### src/rtl/os_mac_pe.sv
// Output-stationary systolic MAC cell: registered operand forwarding, two-stage
// multiply-accumulate with optional saturation, and a shadow drain register for tile unload.
module os_mac_pe #(
    parameter int WIDTH     = 8,
    parameter int ACC_WIDTH = 32,
    parameter int SATURATE  = 1
) (
    input  logic                 clk,
    input  logic                 rst_n,
    input  logic [WIDTH-1:0]     i_a_in,
    input  logic [WIDTH-1:0]     i_b_in,
    input  logic                 i_in_valid,
    input  logic                 i_acc_clear,
    input  logic                 i_signed_mode,
    output logic [WIDTH-1:0]     o_a_out,
    output logic [WIDTH-1:0]     o_b_out,
    output logic                 o_valid_out,
    output logic                 o_clear_out,
    output logic                 o_mode_out,
    input  logic                 i_drain_load,
    input  logic                 i_drain_shift,
    input  logic [ACC_WIDTH-1:0] i_drain_in,
    output logic [ACC_WIDTH-1:0] o_drain_out,
    output logic [ACC_WIDTH-1:0] o_result,
    output logic                 o_ovf
);

    localparam int EXT = ACC_WIDTH + 1 - 2 * WIDTH;
    localparam logic [ACC_WIDTH-1:0] ACC_MAX = {1'b0, {(ACC_WIDTH-1){1'b1}}};
    localparam logic [ACC_WIDTH-1:0] ACC_MIN = {1'b1, {(ACC_WIDTH-1){1'b0}}};

    logic [WIDTH-1:0]     r_a;
    logic [WIDTH-1:0]     r_b;
    logic                 r_valid;
    logic                 r_clear;
    logic                 r_mode;
    logic [ACC_WIDTH-1:0] r_acc;
    logic                 r_ovf;
    logic [ACC_WIDTH-1:0] r_drain;

    logic signed [2*WIDTH-1:0] w_prod_s;
    logic        [2*WIDTH-1:0] w_prod_u;
    logic        [ACC_WIDTH:0] w_prod_ext;
    logic        [ACC_WIDTH:0] w_sum;
    logic                      w_overflow;
    logic [ACC_WIDTH-1:0]      w_acc_next;
    logic                      w_ovf_next;

    // Stage 1: operands are forwarded unconditionally; clear is only meaningful on a valid beat
    always_ff @(posedge clk or negedge rst_n) begin
        if (!rst_n) begin
            r_a     <= '0;
            r_b     <= '0;
            r_valid <= 1'b0;
            r_clear <= 1'b0;
            r_mode  <= 1'b0;
        end else begin
            r_a     <= i_a_in;
            r_b     <= i_b_in;
            r_valid <= i_in_valid;
            r_clear <= i_acc_clear & i_in_valid;
            r_mode  <= i_signed_mode;
        end
    end

    assign w_prod_s   = $signed(r_a) * $signed(r_b);
    assign w_prod_u   = r_a * r_b;
    assign w_prod_ext = r_mode ? {{EXT{w_prod_s[2*WIDTH-1]}}, w_prod_s}
                               : {{EXT{1'b0}}, w_prod_u};
    assign w_sum      = {r_acc[ACC_WIDTH-1], r_acc} + w_prod_ext;
    assign w_overflow = w_sum[ACC_WIDTH] ^ w_sum[ACC_WIDTH-1];

    // A clear beat always fits, so only the accumulate path can overflow
    always_comb begin
        w_acc_next = r_acc;
        w_ovf_next = r_ovf;
        if (r_clear) begin
            w_acc_next = w_prod_ext[ACC_WIDTH-1:0];
            w_ovf_next = 1'b0;
        end else begin
            if (w_overflow && (SATURATE != 0)) begin
                w_acc_next = w_sum[ACC_WIDTH] ? ACC_MIN : ACC_MAX;
            end else begin
                w_acc_next = w_sum[ACC_WIDTH-1:0];
            end
            w_ovf_next = r_ovf | w_overflow;
        end
    end

    always_ff @(posedge clk or negedge rst_n) begin
        if (!rst_n) begin
            r_acc <= '0;
            r_ovf <= 1'b0;
        end else if (r_valid) begin
            r_acc <= w_acc_next;
            r_ovf <= w_ovf_next;
        end
    end

    // Load samples the pre-edge accumulator, so it can coincide with a new tile's clear beat
    always_ff @(posedge clk or negedge rst_n) begin
        if (!rst_n) begin
            r_drain <= '0;
        end else if (i_drain_load) begin
            r_drain <= r_acc;
        end else if (i_drain_shift) begin
            r_drain <= i_drain_in;
        end
    end

    assign o_a_out     = r_a;
    assign o_b_out     = r_b;
    assign o_valid_out = r_valid;
    assign o_clear_out = r_clear;
    assign o_mode_out  = r_mode;
    assign o_drain_out = r_drain;
    assign o_result    = r_acc;
    assign o_ovf       = r_ovf;

endmodule

### config.mk
export PLATFORM = sky130hd
export DESIGN_NAME = os_mac_pe
export DESIGN_NICKNAME = d
export VERILOG_FILES = /design/src/rtl/os_mac_pe.sv
export SDC_FILE = /design/constraint.sdc
export NUM_CORES = 1
export LEC_CHECK = 0
export ABC_AREA = 1
export CAP_MARGIN = 40
export CORE_ASPECT_RATIO = 0.9
export CORE_MARGIN = 2
export CORE_UTILIZATION = 40
export CTS_CLUSTER_DIAMETER = 50
export CTS_CLUSTER_SIZE = 16
export DETAILED_ROUTE_END_ITERATION = 8
export PLACE_DENSITY_LB_ADDON = 0.2
export SLEW_MARGIN = 10
export SYNTH_ARGS = -nofsm -noshare
export SYNTH_HDL_FRONTEND = slang
export SYNTH_SLANG_ARGS = --single-unit
### constraint.sdc
create_clock -name clk -period 11.1 [get_ports clk]
set_clock_uncertainty 0.1 [all_clocks]
set_input_delay 2.22 -clock clk [delete_from_list [all_inputs] [get_ports clk]]
set_output_delay 2.22 -clock clk [all_outputs]
set_load 0.01 [all_outputs]
==> out/qor.yml <==
timing:
  fin_crit_sh_pct: 67.5
  slew_viol_final: 0
  finalSetupTns_ns: 0
  post-route-min-period_ns: 7.50
  slew_headroom_pct: 48.6
  max_freq_mhz: 133
  rsz0062_at_grt: "no"
  hold_viol: 0
  worstMarginPinSlew_ns: 0.770
  setup_viol: 0
setup_path:
  r2r-start: "o_b_out[7]"
  start_kind: "register"
  rr_worst_depth: 31
  crit_top_cell: "nand2_1"
  crit_slowest_cell: "dfrtp_1"
  worst-path-buf-inv: 5
  path_depth: 31
  cpPeakStageDelay_ns: 0.70
  cpLargestDelayFamily: "adder cells"
  critPathCaptureType: "register"
  path_max_fanout: 30
  timing.rr.end: "o_result[12]"
  cp.arrival_ns: 7.68
  required_ns: 11.29
  critPathKind: "register to register"
  r2r_slack_ns: 3.60
clocking:
  cts_tree: "built"
  cts_max_level: 3
  post_cts_buffers: 0
  clock-sinks: 84
  clock_latency_ns: 0.36
  cts_inserted_buffers: 9
  clk_path_buf_depth: 2
  ctsResizeCount: 0
  ctsHoldBuffers: 0
  path_clk_slew_ns: 0.09
  cts_root_buffer: "clkbuf_16"
placed_design:
  port_buffers: 138
  dp_hpwl_um: 26200
  place_congestion: 0.930
yosys:
  synth_async_sr_flop_share_pct: 100
  synthFlopType: "dfrtp_1"
  synth-seq-cells: 84
  synth_nets: 1779
  syn-cell-area_um2: 10600
  yosysSeqAreaShare_pct: 19.8
  synth_edf_count: 0
  synth_warnings: 0
  syn_inst: 1548
  avgSynthCellArea_um2: 6.85
  synth_cell_types: 42
global_route:
  overflow: 0
  antenna_found_initial: 0
  grt_first_pass_wirelength_um: 51800
  grt_usage_pct: 23.8
  grt_max_degree: 57
  grt_pass1_vias: 9637
die:
  die_height_um: 158
  initial_utilization_pct: 40.7
  core_area_um2: 26100
  fp.dieW_um: 176
  num_rows: 56
  dieArea_um2: 27800
  io_pins: 139
finish:
  fin_nets: 1888
  n_fill_cell: 2696
  area_growth_pct: 19.2
  antenna_cells: 0
  drive_gt1_share_pct: 5.11
route:
  drt_wl_total_um: 32100
  initialDrtViolationCount: 699
  viasPerCell: 4.91
  wl_per_cell_um: 16.0
  drc_errors: 0
  ant_nets: 0
  first_pass_iters: 6
  vias: 9862
run_status:
  outcome: "complete, no violations"
worst_hold_path:
  whs_path_depth: 2
  hp-start: "o_ovf"
  hp-class: "register to register"
  whs_endpoint: "o_ovf"
job:
  drv_cap: 0
## worst register-to-register path: cells and delay by family (launching register included)
| kind | cells | cell delay (ns) |
|---|---|---|
| compound gates | 2 | 0.37 |
| simple gates | 18 | 2.57 |
| fa+ha+maj | 6 | 2.69 |
| buf+inv | 5 | 0.98 |
| flops | 1 | 0.70 |
## worst max-delay path by stage
stage	slack, ns	start	end
6_report	3.60	o_b_out[7]	o_result[12]
3_3_place_gp	3.71	o_b_out[7]	o_result[13]
4_1_cts	3.62	o_b_out[7]	o_result[12]
3_5_place_dp	3.65	o_b_out[7]	o_result[12]
2_1_floorplan	5.02	o_b_out[7]	o_result[12]
5_1_grt	3.08	o_b_out[7]	o_result[28]
## layout make-up
cell class	count	area [µm²]	share of cell area (%)
timing repair buffer	146	1530	12.1
multi-input combinational	1060	6920	54.8
tap	348	435	3.45
clock buffer	9	225	1.78
sequential	84	2100	16.6
inverter	356	1340	10.6
clock inverter	7	81.3	0.644
## routing by layer
layer | routed length, µm | global-route usage (%)
met3 | 2840 | 5.37
met5 | 0 | 0
met4 | 282 | 3.38
met1 | 16300 | 36.5
met2 | 12700 | 34.8
## cells in the mapped netlist (6+ instances only)
cell type	count	area share (%)
clkbuf_1	37	1.3
o21bai_1	10	0.71
fa_1	86	16
dfrtp_1	84	20
nand4_1	8	0.47
nand2_2	14	0.83
nor2_2	6	0.35
or2_2	24	1.4
xor2_1	18	1.5
nand3_1	104	4.9
a21oi_1	36	1.7
nor2_1	95	3.4
o21ai_0	25	1.2
nand2_1	442	16
inv_1	354	13
nor3_1	39	1.8
o22ai_1	33	1.9
ha_1	90	11
## through the flow
| step | setup slack [ns] | hold slack [ns] | cells | util, % | cell area, µm² |
|---|---|---|---|---|---|
| 2_1_floorplan | 5.02 | 0.426 | 1548 | - | 10600 |
| 3_3_place_gp | 3.71 | 0.396 | 1989 | 46.8 | 12200 |
| 3_5_place_dp | 3.65 | 0.405 | 1994 | 47.3 | 12300 |
| 4_1_cts | 3.62 | 0.421 | 2010 | 48.5 | 12600 |
| 5_1_grt | 3.08 | 0.445 | 2010 | 48.5 | 12600 |
| 6_report | 3.60 | 0.418 | 2010 | 48.5 | 12600 |
## sequential cells by signal, indices dropped and copies added, names as in the netlist
name and count:
o_a_out 8, o_b_out 8, o_clear_out 1, o_drain_out 32, o_mode_out 1, o_ovf 1
o_result 32, o_valid_out 1
## cells by family (layout without fill, tap and decap cells)
logic type | after synthesis | count (layout) | share of synthesized area, %
and+or+nand+nor | 746 | 746 | 30.1
DFF | 84 | 84 | 19.8
xor gates and xnor gates | 20 | 20 | 1.65
AOI/OAI and AO/OA | 118 | 118 | 6.67
adders and majority gates | 176 | 176 | 26.9
buffers and inverters | 404 | 518 | 14.8
## cell usage in the layout (no fill, tap or decap), types with 24 or more instances in the layout
master	count
nand2_1	442
inv_1	354
clkdlybuf4s50_1	137
nand3_1	104
nor2_1	95
ha_1	90
fa_1	86
dfrtp_1	84
nor3_1	39
a21oi_1	36
o22ai_1	33
o21ai_0	25
or2_2	24
Power is not shown: default switching activity piles up to over one toggle a cycle in this logic, so the estimate is an artifact.
==> RTL change 1, RTL diff (config.mk and constraints unchanged) <==
Make the reset (`rst_n`) synchronous in 3 clocked blocks.
--- a/src/rtl/os_mac_pe.sv
+++ b/src/rtl/os_mac_pe.sv
@@ -48,5 +48,5 @@
 
     // Stage 1: operands are forwarded unconditionally; clear is only meaningful on a valid beat
-    always_ff @(posedge clk or negedge rst_n) begin
+    always_ff @(posedge clk) begin
         if (!rst_n) begin
             r_a     <= '0;
@@ -88,5 +88,5 @@
     end
 
-    always_ff @(posedge clk or negedge rst_n) begin
+    always_ff @(posedge clk) begin
         if (!rst_n) begin
             r_acc <= '0;
@@ -99,5 +99,5 @@
 
     // Load samples the pre-edge accumulator, so it can coincide with a new tile's clear beat
-    always_ff @(posedge clk or negedge rst_n) begin
+    always_ff @(posedge clk) begin
         if (!rst_n) begin
             r_drain <= '0;
Function: changed (Yosys sat finds a counterexample within 4 cycles, from zero or initial values and one cycle with rst_n low; the reset may be asserted at any time).
==> RTL change 1 against the unedited design <==
Final area decreased by 3.8%. Sequential cell count unchanged. Setup slack improved by 0.39 ns. First-iteration DRC count increased by 3.6%. Synthesized area decreased by 3.6%. Critical path depth increased by 1. Wire length decreased by 1.7%. Largest cell class unchanged. Highest routed layer unchanged.
Power is left out: it rests on default switching activity, and per cell area and clock period it moved more than threefold.
==> RTL change 1: results (changes against the unedited design) <==
outcome=complete, no violations; Cells after Synth=1527 (-1.4%); Final HPWL DP=25500 um (-2.7%); Placed Instances=1958 (-1.8%); Post-synth top flop=dfxtp_1; Synth Area in Adders=27.9% (+0.99 points); pre-CTS setup slack=4.03 ns (+0.379 ns); Mapped Nets=1758 (-1.2%); largest net degree at the start of global routing=68 (+19%); Async SR Flop Fraction=0% (-100 points); hold slack final=0.417 ns (-0.000625 ns); hold-critical path depth=2 (unchanged); slowest cell delay on critical path=0.63 ns (-0.07 ns); layout cells sized above 1=4.35% (-0.76 points); GR Util All Layers=24.7% (+0.86 points); root buf cell=clkbuf_16; crit path from=o_b_out[7]; number of DRC markers in iteration 0=724 (+3.6%); clock latency at the later pin of the worst-skew pair=0.35 ns; worst r2r dst=o_result[21]; via count of the first global-routing pass=9689 (+0.54%); top area cells in the synthesized netlist=fa_1 (17%), dfxtp_1 (16%), nand2_1 (15%); relative slew slack=46.0% (-2.6 points); CP arrival=7.30 ns (-0.38 ns); slowest CP cell=dfxtp_1; final worst slack=3.99 ns (+0.387 ns); GP Congestion=0.950 (+2.2%); Seq/Total Area, Yosys=16.5% (-3.4 points); Post-Synth XOR/XNOR Area=2.40% (+0.75 points); Hold Path End=o_ovf; R2R depth=32 (+3.2%); crit-path max FO=32 (+6.7%); Routed WL=31600 um (-1.7%); first-pass GRT wire length=51900 um (+0.25%); post-synthesis cell type count=37 (-12%); Post-layout nets=1858 (-1.6%); post-synthesis mux area share=0% (unchanged); Compound-Gate Fraction of Synth Area=10.9% (+4.2 points); WL per Instance=16.0 um (about the same); Post-synth top cells=nand2_1 (409), inv_1 (321), nor2_1 (101), ha_1 (90), fa_1 (86); via count=9774 (-0.89%); HP Start=o_ovf; area post-placement=11900 um^2 (-3.8%)
## RTL change 1: changes by cell type in the layout (fill, tap and decap cells not counted), moves of 8 or more
cell,delta
a21oi_1,+41
dfrtp_1,-84
dfxtp_1,+84
inv_1,-33
nand2_1,-33
nand3_1,-31
o21ai_0,+22
o221ai_1,+31
o22ai_1,-33
or2_2,-14
xnor2_1,+8
## RTL change 1: cell type report
class	count	area [um^2]
Clock buffer	9	225
Timing Repair Buffer	146	1480
Tap cell	342	428
Clock inverter	7	63.8
Sequential cell	84	1680
Multi-Input combinational cell	1063	7060
Inverter	323	1210
Fill cell	2572	13000
## RTL change 1: routing by layer
metal | wire length (um) | GRT usage [%]
met3 | 2760 | 5.61
met5 | 0 | 0
met4 | 201 | 3.04
met1 | 16000 | 38.2
met2 | 12600 | 35.7
## RTL change 1: worst max-delay path: cells and delay by family (launching register included)
family,cells,cell delay (ns)
and+or+nand+nor,17,2.12
DFF,1,0.63
AOI/OAI and AO/OA,3,0.60
adders and majority gates,6,2.61
buffers and inverters,6,0.93
==> RTL change 2, RTL diff (config.mk and constraints unchanged) <==
Made on the original files. The parameter `SATURATE` goes from 1 to 0.
--- a/src/rtl/os_mac_pe.sv
+++ b/src/rtl/os_mac_pe.sv
@@ -4,5 +4,5 @@
     parameter int WIDTH     = 8,
     parameter int ACC_WIDTH = 32,
-    parameter int SATURATE  = 1
+    parameter int SATURATE  = 0
 ) (
     input  logic                 clk,
Function: not settled (the Yosys comparison gave no result); the edit may change what the design does.
==> RTL change 2 against the unedited design <==
Setup slack better by 0.79 ns. Sequential cell count unchanged. Critical path type unchanged. Synthesized area fell by 1.5%. Global-route usage is 0.57 points lower. Final area fell by 1.2%. Wire length decreased by 5.3%.
==> RTL change 2: results (changes against the unedited design) <==
Seq/Total Area, Yosys=20.1% (+0.30 points); first-pass GRT wire length=50400 um (-2.6%); number of DRC markers in iteration 0=609 (-13%); GP Congestion=0.915 (-1.6%); Signal buffers=147 (+0.68%); met3 WL=2030 um (-29%); HP Start=o_drain_out[18]; Mapped Nets=1769 (-0.56%); post-synthesis cell type count=44 (+4.8%); crit-path max FO=16 (-47%); top area cells in the synthesized netlist=dfrtp_1 (20%), fa_1 (16%), nand2_1 (16%); Async SR Flop Fraction=100% (unchanged); Final HPWL DP=24800 um (-5.5%); clk sink count=84 (unchanged); Synth Area in Adders=27.3% (+0.40 points); WL per Instance=15.1 um (-5.2%); Hold Path End=o_drain_out[18]; fill count=2628 (-2.5%); outcome=complete, no violations; fraction of area in registers=16.8% (+0.20 points); GR Util All Layers=23.3% (-0.57 points); wl on met1=15800 um (-2.9%); via count=9718 (-1.5%); R2R depth=32 (+3.2%); largest net degree at the start of global routing=43 (-25%); worst slew pin tran=0.654 ns (-0.116 ns); multi-input gate count=1052 (-0.75%); Finished Layout Cells=2009 (-0.050%); met1 Track Usage GR=35.2% (-1.3 points); Avg Cell Area, Syn=6.79 um^2 (-0.84%); met2 WL post-DR=12400 um (-2.5%); Non-CTS inverters=362 (+1.7%); H-Tree Level Count=3 (unchanged); Post-layout nets=1887 (-0.053%); via count of the first global-routing pass=9629 (-0.083%); clock-cell share of area=2.40% (-0.031 points); area of the multi-input gates=6800 um^2 (-1.8%); layout cells sized above 1=4.46% (-0.66 points); capture point of the worst path=o_ovf; Post-synth top cells=nand2_1 (457), inv_1 (354), nor2_1 (95), ha_1 (90), nand3_1 (88); post-CTS setup buffer count=0 (unchanged); Post-Synth XOR/XNOR Area=0.755% (-0.90 points); TritonRoute pass-1 iters=5 (-1); reg-to-reg slack, setup=4.39 ns (+0.79 ns); slowest cell delay on critical path=0.63 ns (-0.07 ns); Compound-Gate Fraction of Synth Area=7.13% (+0.46 points); GR Layer Usage met3=3.67% (-1.7 points); met2 usage=35.5% (+0.73 points); NonClk Buf Share=11.9% (-0.18 points)
==> RTL change 2: changes by cell type in the layout (fill, tap and decap cells not counted), moves of 4 or more <==
cell / change
a21oi_1: +8
and2_1: +8
buf_4: +4
inv_2: +5
nand2_1: +15
nand3_1: -16
nand4_1: +4
o21bai_1: -4
or2_2: -17
xor2_1: -14
==> RTL change 2: per-stage QoR <==
stage / cell area (um^2) / utilization [%] / hold WS (ns) / worst slack, ns
2_1_floorplan: 10400 / - / 0.457 / 5.34
3_3_place_gp: 12100 / 46.9 / 0.413 / 4.44
3_5_place_dp: 12200 / 47.1 / 0.424 / 4.40
4_1_cts: 12500 / 48.3 / 0.444 / 4.35
5_1_grt: 12500 / 48.3 / 0.474 / 3.79
6_report: 12500 / 48.3 / 0.439 / 4.39
==> RTL change 2: kinds of logic (layout without fill, tap and decap cells) <==
family          after synthesis  in the layout
compound gates              128            128
xor+xnor                      9              9
fa+ha+maj                   176            176
buf+inv                     402            525
flops                        84             84
simple gates                739            739
==> RTL change 2: power groups by stage <==
| stage | registers [mW] | clock network, mW | logic, mW |
|---|---|---|---|
| 4_1_cts | 0.525 | 0.337 | 2.81 |
| 2_1_floorplan | 0.522 | 0 | 1.99 |
| 3_5_place_dp | 0.530 | 0 | 2.79 |
| 6_report | 0.528 | 0.326 | 2.81 |
| 5_1_grt | 0.541 | 0.349 | 3.23 |
| 3_3_place_gp | 0.530 | 0 | 2.78 |
==> RTL change 2: critical path: cells and delay by family, from the launching register on <==
family / cells / cell delay (ns)
buffers and inverters: 8 / 1.07
adders and majority gates: 6 / 2.64
DFF: 1 / 0.63
AOI/OAI and AO/OA: 2 / 0.37
and+or+nand+nor: 16 / 1.75
